<file path="src/rtl/lcd_message_sequencer.sv">
// Avalon-MM master that draws an effect name (line 1) and an optional 3-digit level
// (line 2, LCD_LEVEL_LINE_EN) on a character LCD and redraws whenever the inputs change.
//
// state  | meaning
// IDLE   | waiting for pending; latches the snapshot on exit
// CLEAR  | write instruction 0x01 (clear display)
// WAIT   | clear-display settle time, down-counter to zero
// HOME1  | write instruction 0x80 (cursor to line 1)
// LINE1  | write 16 name characters
// HOME2  | write instruction 0xC0 (cursor to line 2)
// LINE2  | write "LEVEL: ddd" padded to 16
// FINISH | drop busy, pulse done
module lcd_message_sequencer #(
  parameter int CLEAR_WAIT_CYCLES = 100000,
  parameter int LINE_LEN          = 16
) (
  input  logic       clk,
  input  logic       reset_n,
  input  logic [1:0] effect_sel,
  input  logic [7:0] level,
  output logic       address,
  output logic       chipselect,
  output logic       write,
  output logic [7:0] writedata,
  input  logic       waitrequest,
  output logic       busy,
  output logic       done
);

  localparam int         WAIT_W   = $clog2(CLEAR_WAIT_CYCLES + 1);
  localparam logic [3:0] LAST_IDX = 4'(LINE_LEN - 1);

  localparam logic [127:0] NAME_COLOUR = "COLOUR          ";
  localparam logic [127:0] NAME_BLUR   = "BLUR            ";
  localparam logic [127:0] NAME_BRIGHT = "BRIGHTNESS      ";
  localparam logic [127:0] NAME_EDGE   = "EDGE DETECT     ";

  typedef enum logic [2:0] {
    S_IDLE, S_CLEAR, S_WAIT, S_HOME1, S_LINE1, S_HOME2, S_LINE2, S_FINISH
  } state_t;

  state_t              r_state;
  logic                r_write;
  logic                r_address;
  logic [7:0]          r_writedata;
  logic                r_busy;
  logic                r_done;
  logic                r_pending;
  logic [1:0]          r_prev_sel;
  logic [1:0]          r_snap_sel;
  logic [3:0]          r_char_idx;
  logic [WAIT_W-1:0]   r_wait_cnt;

  logic                w_change;
  logic                w_accept;
  logic                w_write_state;
  logic                w_req_addr;
  logic [7:0]          w_req_data;

  function automatic logic [7:0] name_char(input logic [1:0] sel, input logic [3:0] idx);
    logic [127:0] s;
    s = NAME_COLOUR;
    case (sel)
      2'd0: s = NAME_COLOUR;
      2'd1: s = NAME_BLUR;
      2'd2: s = NAME_BRIGHT;
      2'd3: s = NAME_EDGE;
      default: s = NAME_COLOUR;
    endcase
    return s[8*(15-int'(idx)) +: 8];
  endfunction

`ifdef LCD_LEVEL_LINE_EN
  localparam logic [55:0] LEVEL_LABEL = "LEVEL: ";

  logic [7:0]  r_prev_level;
  logic [7:0]  r_snap_level;
  logic [11:0] r_bcd;

  // Double-dabble; result is registered, so it settles long before HOME2.
  function automatic logic [11:0] to_bcd(input logic [7:0] bin);
    logic [19:0] sh;
    sh = {12'd0, bin};
    for (int i = 0; i < 8; i++) begin
      if (sh[11:8]  >= 4'd5) sh[11:8]  = sh[11:8]  + 4'd3;
      if (sh[15:12] >= 4'd5) sh[15:12] = sh[15:12] + 4'd3;
      if (sh[19:16] >= 4'd5) sh[19:16] = sh[19:16] + 4'd3;
      sh = {sh[18:0], 1'b0};
    end
    return sh[19:8];
  endfunction

  function automatic logic [7:0] line2_char(input logic [11:0] bcd, input logic [3:0] idx);
    logic [7:0] c;
    c = 8'h20;
    if (idx < 4'd7)       c = LEVEL_LABEL[8*(6-int'(idx)) +: 8];
    else if (idx == 4'd7) c = {4'h3, bcd[11:8]};
    else if (idx == 4'd8) c = {4'h3, bcd[7:4]};
    else if (idx == 4'd9) c = {4'h3, bcd[3:0]};
    return c;
  endfunction

  always_ff @(posedge clk or negedge reset_n) begin
    if (!reset_n) begin
      r_prev_level <= 8'h00;
      r_snap_level <= 8'h00;
      r_bcd        <= 12'h000;
    end else begin
      r_prev_level <= level;
      r_bcd        <= to_bcd(r_snap_level);
      if (r_state == S_IDLE && r_pending) r_snap_level <= level;
    end
  end
`else
  logic w_unused_level;
  assign w_unused_level = ^level;
`endif

  always_comb begin
    w_change = (effect_sel != r_prev_sel);
`ifdef LCD_LEVEL_LINE_EN
    w_change = w_change | (level != r_prev_level);
`endif
  end

  assign w_accept      = r_write & ~waitrequest;
  assign w_write_state = r_state inside {S_CLEAR, S_HOME1, S_LINE1, S_HOME2, S_LINE2};

  always_comb begin
    w_req_addr = 1'b0;
    w_req_data = 8'h00;
    case (r_state)
      S_CLEAR: w_req_data = 8'h01;
      S_HOME1: w_req_data = 8'h80;
      S_LINE1: begin
        w_req_addr = 1'b1;
        w_req_data = name_char(r_snap_sel, r_char_idx);
      end
`ifdef LCD_LEVEL_LINE_EN
      S_HOME2: w_req_data = 8'hC0;
      S_LINE2: begin
        w_req_addr = 1'b1;
        w_req_data = line2_char(r_bcd, r_char_idx);
      end
`endif
      default: ;
    endcase
  end

  always_ff @(posedge clk or negedge reset_n) begin
    if (!reset_n) begin
      r_state     <= S_IDLE;
      r_write     <= 1'b0;
      r_address   <= 1'b0;
      r_writedata <= 8'h00;
      r_busy      <= 1'b0;
      r_done      <= 1'b0;
      r_pending   <= 1'b1;
      r_prev_sel  <= 2'b00;
      r_snap_sel  <= 2'b00;
      r_char_idx  <= 4'd0;
      r_wait_cnt  <= '0;
    end else begin
      r_done     <= 1'b0;
      r_prev_sel <= effect_sel;

      // Leaving IDLE samples the live inputs, so a change seen in that same cycle is already covered.
      if (r_state == S_IDLE && r_pending) r_pending <= 1'b0;
      else if (w_change)                  r_pending <= 1'b1;

      if (w_write_state && !r_write) begin
        r_write     <= 1'b1;
        r_address   <= w_req_addr;
        r_writedata <= w_req_data;
      end else if (w_accept) begin
        r_write <= 1'b0;
      end

      case (r_state)
        S_IDLE: if (r_pending) begin
          r_snap_sel <= effect_sel;
          r_busy     <= 1'b1;
          r_state    <= S_CLEAR;
        end
        S_CLEAR: if (w_accept) begin
          r_wait_cnt <= WAIT_W'(CLEAR_WAIT_CYCLES - 1);
          r_state    <= S_WAIT;
        end
        S_WAIT: begin
          if (r_wait_cnt == '0) r_state <= S_HOME1;
          else                  r_wait_cnt <= r_wait_cnt - 1'b1;
        end
        S_HOME1: if (w_accept) begin
          r_char_idx <= 4'd0;
          r_state    <= S_LINE1;
        end
        S_LINE1: if (w_accept) begin
          r_char_idx <= r_char_idx + 4'd1;
          if (r_char_idx == LAST_IDX) begin
`ifdef LCD_LEVEL_LINE_EN
            r_state <= S_HOME2;
`else
            r_state <= S_FINISH;
`endif
          end
        end
`ifdef LCD_LEVEL_LINE_EN
        S_HOME2: if (w_accept) begin
          r_char_idx <= 4'd0;
          r_state    <= S_LINE2;
        end
        S_LINE2: if (w_accept) begin
          r_char_idx <= r_char_idx + 4'd1;
          if (r_char_idx == LAST_IDX) r_state <= S_FINISH;
        end
`endif
        S_FINISH: begin
          r_busy  <= 1'b0;
          r_done  <= 1'b1;
          r_state <= S_IDLE;
        end
        default: r_state <= S_IDLE;
      endcase
    end
  end

  assign address    = r_address;
  assign chipselect = r_write;
  assign write      = r_write;
  assign writedata  = r_writedata;
  assign busy       = r_busy;
  assign done       = r_done;

endmodule

</file>
<file path="config.mk">
export PLATFORM = sky130hd
export DESIGN_NAME = lcd_message_sequencer
export DESIGN_NICKNAME = d
export VERILOG_FILES = /design/src/rtl/lcd_message_sequencer.sv
export SDC_FILE = /design/constraint.sdc
export NUM_CORES = 1
export LEC_CHECK = 0
export CAP_MARGIN = 20
export CORE_ASPECT_RATIO = 1.4
export CORE_UTILIZATION = 55
export DETAILED_ROUTE_END_ITERATION = 7
export PLACE_DENSITY = 0.77
export SLEW_MARGIN = 20
export SYNTH_ARGS = -nofsm -noshare
export SYNTH_HDL_FRONTEND = slang
export SYNTH_SLANG_ARGS = --single-unit
export TNS_END_PERCENT = 10
</file>
<file path="constraint.sdc">
create_clock -name clk -period 3 [get_ports clk]
set_input_delay 0.6 -clock clk [delete_from_list [all_inputs] [get_ports clk]]
set_output_delay 0.6 -clock clk [all_outputs]
set_load 0.01 [all_outputs]
</file>
==> results.tsv, run 1 <==
stage	metric	value	unit
sta	RSZ-0062 raised after global routing	no	
sta	Tcrit/Tclk final	77.8	%
status	status	complete, no violations	
yosys	register bit total from synthesis	41	
floorplan	core area	0.00454	mm2
final_layout	layout cells sized above 1	7.72	%
power	pwr/cell area	689	mW/mm2
yosys	YS warnings	0	
yosys	Post-Syn Area	0.00261	mm2
detailed_routing	DR iter-0 viols	190	
sta	Tightest Pin Transition	921	ps
final_layout	Area Growth Syn to Fin	10.8	%
clock_network	postcts setup bufs	0	
floorplan	die footprint	0.00502	mm2
worst_setup_path	startpoint types	flop	
yosys	syn avg cell area	8.96	um2
place	post-DP HPWL	4220	um
yosys	top_reg_cell synth	dfrtp_1	
worst_setup_path	critical path class	flop to flop	
yosys	Async SR Flop Fraction	100	%
clock_network	Resize count post-CTS	0	
power	Final Power	0.00199	W
clock_network	CTS tree	done	
yosys	cell accounting for the most synthesized area	dfrtp_1	
detailed_routing	wire per inst	16.5	um
clock_network	Worst-Skew Late Latency	300	ps
sta	final number of hold-violating endpoints	0	
yosys	post-synthesis net count	314	
final_layout	ANT cells	0	
global_route	grt total ovfl	0	
floorplan	IO Pins	26	
sta	Tmin final	2330	ps
sta	# setup viols final	0	
floorplan	# rows	29	
sta	Fin Setup TNS	0	ps
global_route	initial antenna violation count	0	
final_layout	FILL cells	389	
detailed_routing	Residual DRC	0	
floorplan	die height	83.5	um
place	routability cong.	0.882	
place	pre-CTS setup slack	397	ps
clock_network	Max Buffers Root-to-Sink	2	
worst_setup_path	worst r2r src	r_wait_cnt[0]	
yosys	Post-Syn Instances	291	
power	Leak	1.11	nW
clock_network	Inserted Clock Buffers	5	
worst_setup_path	Worst Path Buf+Inv	1	
final_layout	Total Nets Final	320	
floorplan	Die X	60.2	um
worst_setup_path	critical-path maximum fanout	9	
yosys	top post-synthesis cells by area	dfrtp_1, ha_1, a21oi_1	
global_route	global-route wire length before repair	10400	um
sta	Final WS setup	665	ps
yosys	sequential share of the synthesized area	39.4	%
worst_setup_path	CP endpoint kind	flop	
detailed_routing	drt pass-1 iters	4	
yosys	number of synthesized flops with an enable pin	0	
floorplan	Initial Util	57.5	%
worst_setup_path	CP Cell Sequence	inv_1, ha_1, or4b_4, a2111o_1, or4_1, a21oi_1	
place	I/O Buffers	17	
worst_setup_path	Crit-path slowest cell	a2111o_1	
global_route	gr usage total	27.2	%
worst_hold_path	class of the worst hold path	primary input to asynchronous set/reset pin	
sta	Final Max Tran Viols	0	
sta	slew margin rel.	38.6	%
sta	Max Clock Freq	0.428	GHz
power	VDD IR max	0.347	mV
clock_network	root buf cell	clkbuf_8	
detailed_routing	final wirelength	5930	um
worst_setup_path	worst setup path start	r_wait_cnt[0]	
global_route	largest net degree at the start of global routing	42	
clock_network	clk slew on worst S/H paths	80	ps
global_route	vias in the first global route	2260	
detailed_routing	DRT antenna net count	0	
worst_setup_path	crit-path leading delay family	simple AND/OR/NAND/NOR gates	
clock_network	number of buffers inserted by hold repair at cts	0	
yosys	post-synth top area share	38.4	%
clock_network	depth of the CTS H-tree	2	
detailed_routing	routed vias	2261	
worst_setup_path	critical path arrival	2560	ps
sta	Fin Hold WS	426	ps
sta	skew final	13.1	ps
worst_setup_path	slowest stage delay, CP	520	ps
run	max cap viols	0	
worst_setup_path	required time worst endpoint	3220	ps
clock_network	clk sinks	41	
yosys	Synth cell types	61	
detailed_routing	routed vias/inst	6.28	
area by class of cell:
class                           count  area, um2  area share, %
Clock buffer                        6       72.6           2.51
Timing Repair Buffer               18        173           5.98
Clock inverter                      2       35.0           1.21
Tap cell                           62       77.6           2.69
Sequential cell                    41       1030           35.6
Inverter                           10       37.5           1.30
Multi-Input combinational cell    221       1470           50.8
worst paths after layout:
path                             endpoint  slack (ps)  depth (start not counted)
max in group asynchronous   r_wait_cnt[3]        1990                          1
setup / recovery           r_wait_cnt[14]         670                          6
setup reg to reg           r_wait_cnt[14]         670                          6
hold reg to reg                   address         480                          2
hold / removal               writedata[5]         430                          1
min in group clk                  address         480                          2
registers in the layout, indices dropped and copies added (netlist names):
name	count
done	1
r_state	3
r_wait_cnt	17
r_prev_sel	2
address	1
chipselect	1
r_pending	1
busy	1
r_snap_sel	2
r_char_idx	4
writedata	8
per-layer routing:
layer | vias up | track usage [%] | wire length, um
met5 | - | 0 | 0
met4 | 0 | 14.8 | 202
met3 | 15 | 6.20 | 167
met2 | 47 | 46.0 | 3200
met1 | 1093 | 30.1 | 2360
li1 | 1106 | - | -
stage by stage:
stage,cells,cell area (um2),utilization (%)
6_report,360,2890,63.7
5_1_grt,360,2890,63.7
4_1_cts,360,2890,63.7
3_5_place_dp,352,2780,61.3
3_3_place_gp,352,2780,61.3
2_1_floorplan,291,2610,-
cells in the final DEF, fill, tap and decap left out, types with 3 or more instances in the layout:
cell             synthesis  routed
clkdlybuf4s50_1          0      16
nor3_1                  11      11
or4_1                    9       9
ha_1                    10      10
mux2_2                   3       3
dfrtp_1                 40      40
clkbuf_8                 0       5
nor2_1                  23      23
mux2i_1                  6       6
nand2_1                 21      21
o31ai_1                  9       9
or2_2                    3       3
inv_1                   10      10
a22o_1                   3       3
a211oi_1                 5       5
nor2b_1                  6       6
or3_1                    4       4
nor4b_1                  4       4
a31oi_1                  4       4
nor4_1                   6       6
nand2b_1                 4       4
o21ai_0                 12      12
nand4_1                  4       4
nand3_1                  8       8
o22ai_1                  3       3
a21oi_1                 21      21
cell usage after synthesis (all sizes together) (5+ instances only):
cell type / n
a211oi: 5
o21ai: 12
mux2i: 6
inv: 10
o31ai: 9
or4: 10
dfrtp: 40
nor4: 6
nand3: 8
nor2b: 6
clkbuf: 16
nor2: 23
ha: 10
nand2: 21
nor3: 11
a21oi: 21
cell families after synthesis:
family,Yosys count,share of synthesized area [%]
compound gates,78,20.2
mux,10,4.46
xor+xnor,2,0.672
flops,41,39.4
fa+ha+maj,10,4.80
simple gates,121,26.1
buf+inv,29,4.32
where the power goes:
part,switching [W],internal (W),leakage [nW]
Clock,0.000196,0.000247,0.0552
Combinational,0.000430,0.000338,0.558
Sequential,0.000142,0.000637,0.493
Total,0.000768,0.00122,1.11
worst register-to-register path, cell delays in order, from the launching register on:
cell	delay [ps]
dfrtp_1	410
inv_1	70
ha_1	200
or4b_4	480
a2111o_1	520
or4_1	440
a21oi_1	150
Note: power is estimated with default switching activity, not from simulation.
==> inputs of run 2 (changes only) <==
--- a/config.mk
+++ b/config.mk
@@ -7,7 +7,7 @@
 export LEC_CHECK = 0
 export CAP_MARGIN = 20
 export CORE_ASPECT_RATIO = 1.4
-export CORE_UTILIZATION = 55
+export CORE_UTILIZATION = 52
 export DETAILED_ROUTE_END_ITERATION = 7
 export PLACE_DENSITY = 0.77
 export SLEW_MARGIN = 20
==> constraint.sdc (replaced) <==
create_clock -name clk -period 1.9 [get_ports clk]
set_input_delay 0.38 -clock clk [delete_from_list [all_inputs] [get_ports clk]]
set_output_delay 0.38 -clock clk [all_outputs]
set_load 0.01 [all_outputs]
==> results.tsv, run 2 (synthesis results as in run 1) <==
stage	metric	value	unit	change
final_layout	Area Growth Syn to Fin	32.2	%	
global_route	grt met2 use	48.3	%	+2.3 points
detailed_routing	routed vias/inst	6.15		-2.1%
sta	Final WS setup	-363	ps	-1030 ps
worst_setup_path	slowest stage delay, CP	540	ps	+20 ps
worst_setup_path	crit-path leading delay family	simple AND/OR/NAND/NOR gates		
final_layout	Multi-input gate area	0.00163	mm2	+11%
global_route	grt total ovfl	0		unchanged
sta	Tightest Pin Transition	516	ps	-404 ps
final_layout	Total Nets Final	368		+15%
place	placed cells	400		+14%
global_route	global-route wire length before repair	10700	um	+2.5%
detailed_routing	DR iter-0 viols	166		-13%
worst_setup_path	CP endpoint kind	flop		
global_route	largest net degree at the start of global routing	42		unchanged
power	VDD IR max	0.643	mV	+85%
global_route	initial antenna violation count	0		unchanged
clock_network	depth of the CTS H-tree	2		unchanged
clock_network	CTS tree	done		
floorplan	die footprint	0.00530	mm2	+5.6%
clock_network	Worst-Skew Late Latency	300	ps	about the same
final_layout	Seq. cell area	0.00103	mm2	unchanged
sta	Max Clock Freq	0.442	GHz	+3.1%
place	routability cong.	0.878		-0.46%
final_layout	FILL cells	365		-6.2%
global_route	met3 GRT Util	3.77	%	-2.4 points
worst_setup_path	critical path endpoint	r_wait_cnt[14]		
worst_setup_path	R2R cell count	6		unchanged
final_layout	most frequent cells in the layout	buf_4, dfrtp_1, nor2_1		
sta	RSZ-0062 raised after global routing	yes		
floorplan	# rows	30		+3.4%
worst_setup_path	Crit-path slowest cell	or4_1		
worst_setup_path	CP Cell Sequence	inv_1, ha_2, or4b_4, a2111o_1, or4_1, a21oi_2		
clock_network	number of buffers inserted by hold repair at cts	0		unchanged
worst_setup_path	startpoint types	flop		
worst_setup_path	worst r2r src	r_wait_cnt[0]		
sta	# setup viols final	10		+10
power	pwr/cell area	1040	mW/mm2	+51%
sta	Tmin final	2260	ps	-71.3 ps
detailed_routing	drt pass-1 iters	4		unchanged
place	I/O Buffers	17		unchanged
final_layout	ANT cells	0		unchanged
global_route	met1 Usage GRT	30.4	%	+0.27 points
detailed_routing	Residual DRC	0		unchanged
clock_network	clk slew on worst S/H paths	80	ps	about the same
detailed_routing	wire per inst	16.8	um	+1.9%
final_layout	Largest Register	r_wait_cnt		
floorplan	core area	0.00484	mm2	+6.8%
detailed_routing	routed vias	2521		+11%
place	post-DP HPWL	4540	um	+7.5%
status	violated checks	negative setup slack		
final_layout	layout cells sized above 1	28.9	%	+21 points
sta	Final Max Tran Viols	0		unchanged
detailed_routing	DRT antenna net count	0		unchanged
status	status	finished with violations		
floorplan	IO Pins	26		unchanged
clock_network	Inserted Clock Buffers	5		unchanged
run	max cap viols	0		unchanged
worst_setup_path	critical-path maximum fanout	2		-7
clock_network	root buf cell	clkbuf_8		
worst_setup_path	RR Endpoint	r_wait_cnt[14]		
final_layout	non-filler cells, final	410		+14%
floorplan	Initial Util	53.8	%	-3.6 points
final_layout	fin area	0.00345	mm2	+19%
final_layout	commonest non-fill, non-tap cell in the layout	buf_4		
worst_setup_path	worst setup path start	r_wait_cnt[0]		
place	pre-CTS setup slack	-449	ps	-846 ps
sta	slew margin rel.	65.6	%	+27 points
sta	final number of hold-violating endpoints	0		unchanged
final_layout	max reg flops	17		unchanged
floorplan	Die X	61.8	um	+2.8%
worst_setup_path	critical path class	flop to flop		
global_route	vias in the first global route	2361		+4.5%
worst_setup_path	critical path arrival	2490	ps	-70 ps
worst_setup_path	R2R Setup Slk	-360	ps	-1030 ps
worst_setup_path	stages on the worst setup path	6		unchanged
clock_network	clk sinks	41		unchanged
global_route	gr usage total	27.2	%	about the same
sta	skew final	6.15	ps	-6.91 ps
final_layout	Util after Layout	71.2	%	+7.5 points
place	placed cell area	0.00314	mm2	+13%
detailed_routing	final wirelength	6890	um	+16%
clock_network	Max Buffers Root-to-Sink	2		unchanged
worst_hold_path	class of the worst hold path	primary input to asynchronous set/reset pin		
worst_setup_path	required time worst endpoint	2130	ps	-1090 ps
floorplan	die height	85.8	um	+2.8%
worst_setup_path	Worst Path Buf+Inv	1		unchanged
global_route	GRT busiest layer	met2		
power	Leak	1.40	nW	+26%
sta	Tcrit/Tclk final	119	%	+41 points
==> run 2: power breakdown <==
| part | switching [W] | internal, W |
|---|---|---|
| clock network | 0.000312 | 0.000429 |
| registers | 0.000113 | 0.00101 |
| logic | 0.000909 | 0.000821 |
| total | 0.00134 | 0.00226 |
==> run 2: metrics by stage <==
step	TNS (ps)	hold slack, ps	total power, W
global route	-2540	55.4	0.00381
finish	-1580	42.1	0.00359
floorplan	-913	84.4	0.00208
global placement	-5000	373	0.00273
CTS	-1180	53.8	0.00354
detailed placement	-5510	370	0.00276
==> run 2: worst min-delay path by stage <==
stage / startpoint / end / slack [ps] / cells past startpoint
5_1_grt: reset_n / writedata[1] / 60 / 2
3_5_place_dp: reset_n / writedata[1] / 370 / 2
6_report: reset_n / writedata[1] / 40 / 2
2_1_floorplan: reset_n / address / 80 / 0
4_1_cts: reset_n / writedata[1] / 50 / 2
3_3_place_gp: reset_n / writedata[3] / 370 / 2
==> run 2: layer usage <==
layer,up-vias,part of all wire [%]
met5,-,0
met4,0,3.1
met3,19,3.3
met2,72,55
met1,1233,38
li1,1197,-
==> run 2: repair_timing <==
| action | in CTS | in global routing |
|---|---|---|
| setup buffers | 0 | 2 |
| gates resized for setup | 13 | 25 |
| pin swaps | 1 | 12 |
| setup endpoints to repair | 15 | 18 |
==> run 2: cell type report <==
cell class	instances	share of cell area [%]
Tap cell	64	2.32
Clock buffer	7	2.51
Sequential cell	41	29.8
Timing Repair Buffer	66	16.2
Inverter	10	1.09
Clock inverter	1	0.871
Multi-Input combinational cell	221	47.2
==> run 2: worst register-to-register path, stage by stage, from the launching register on <==
cell and delay [ps]:
dfrtp_1 380, inv_1 60, ha_2 160, or4b_4 470
a2111o_1 440, or4_1 540, a21oi_2 140
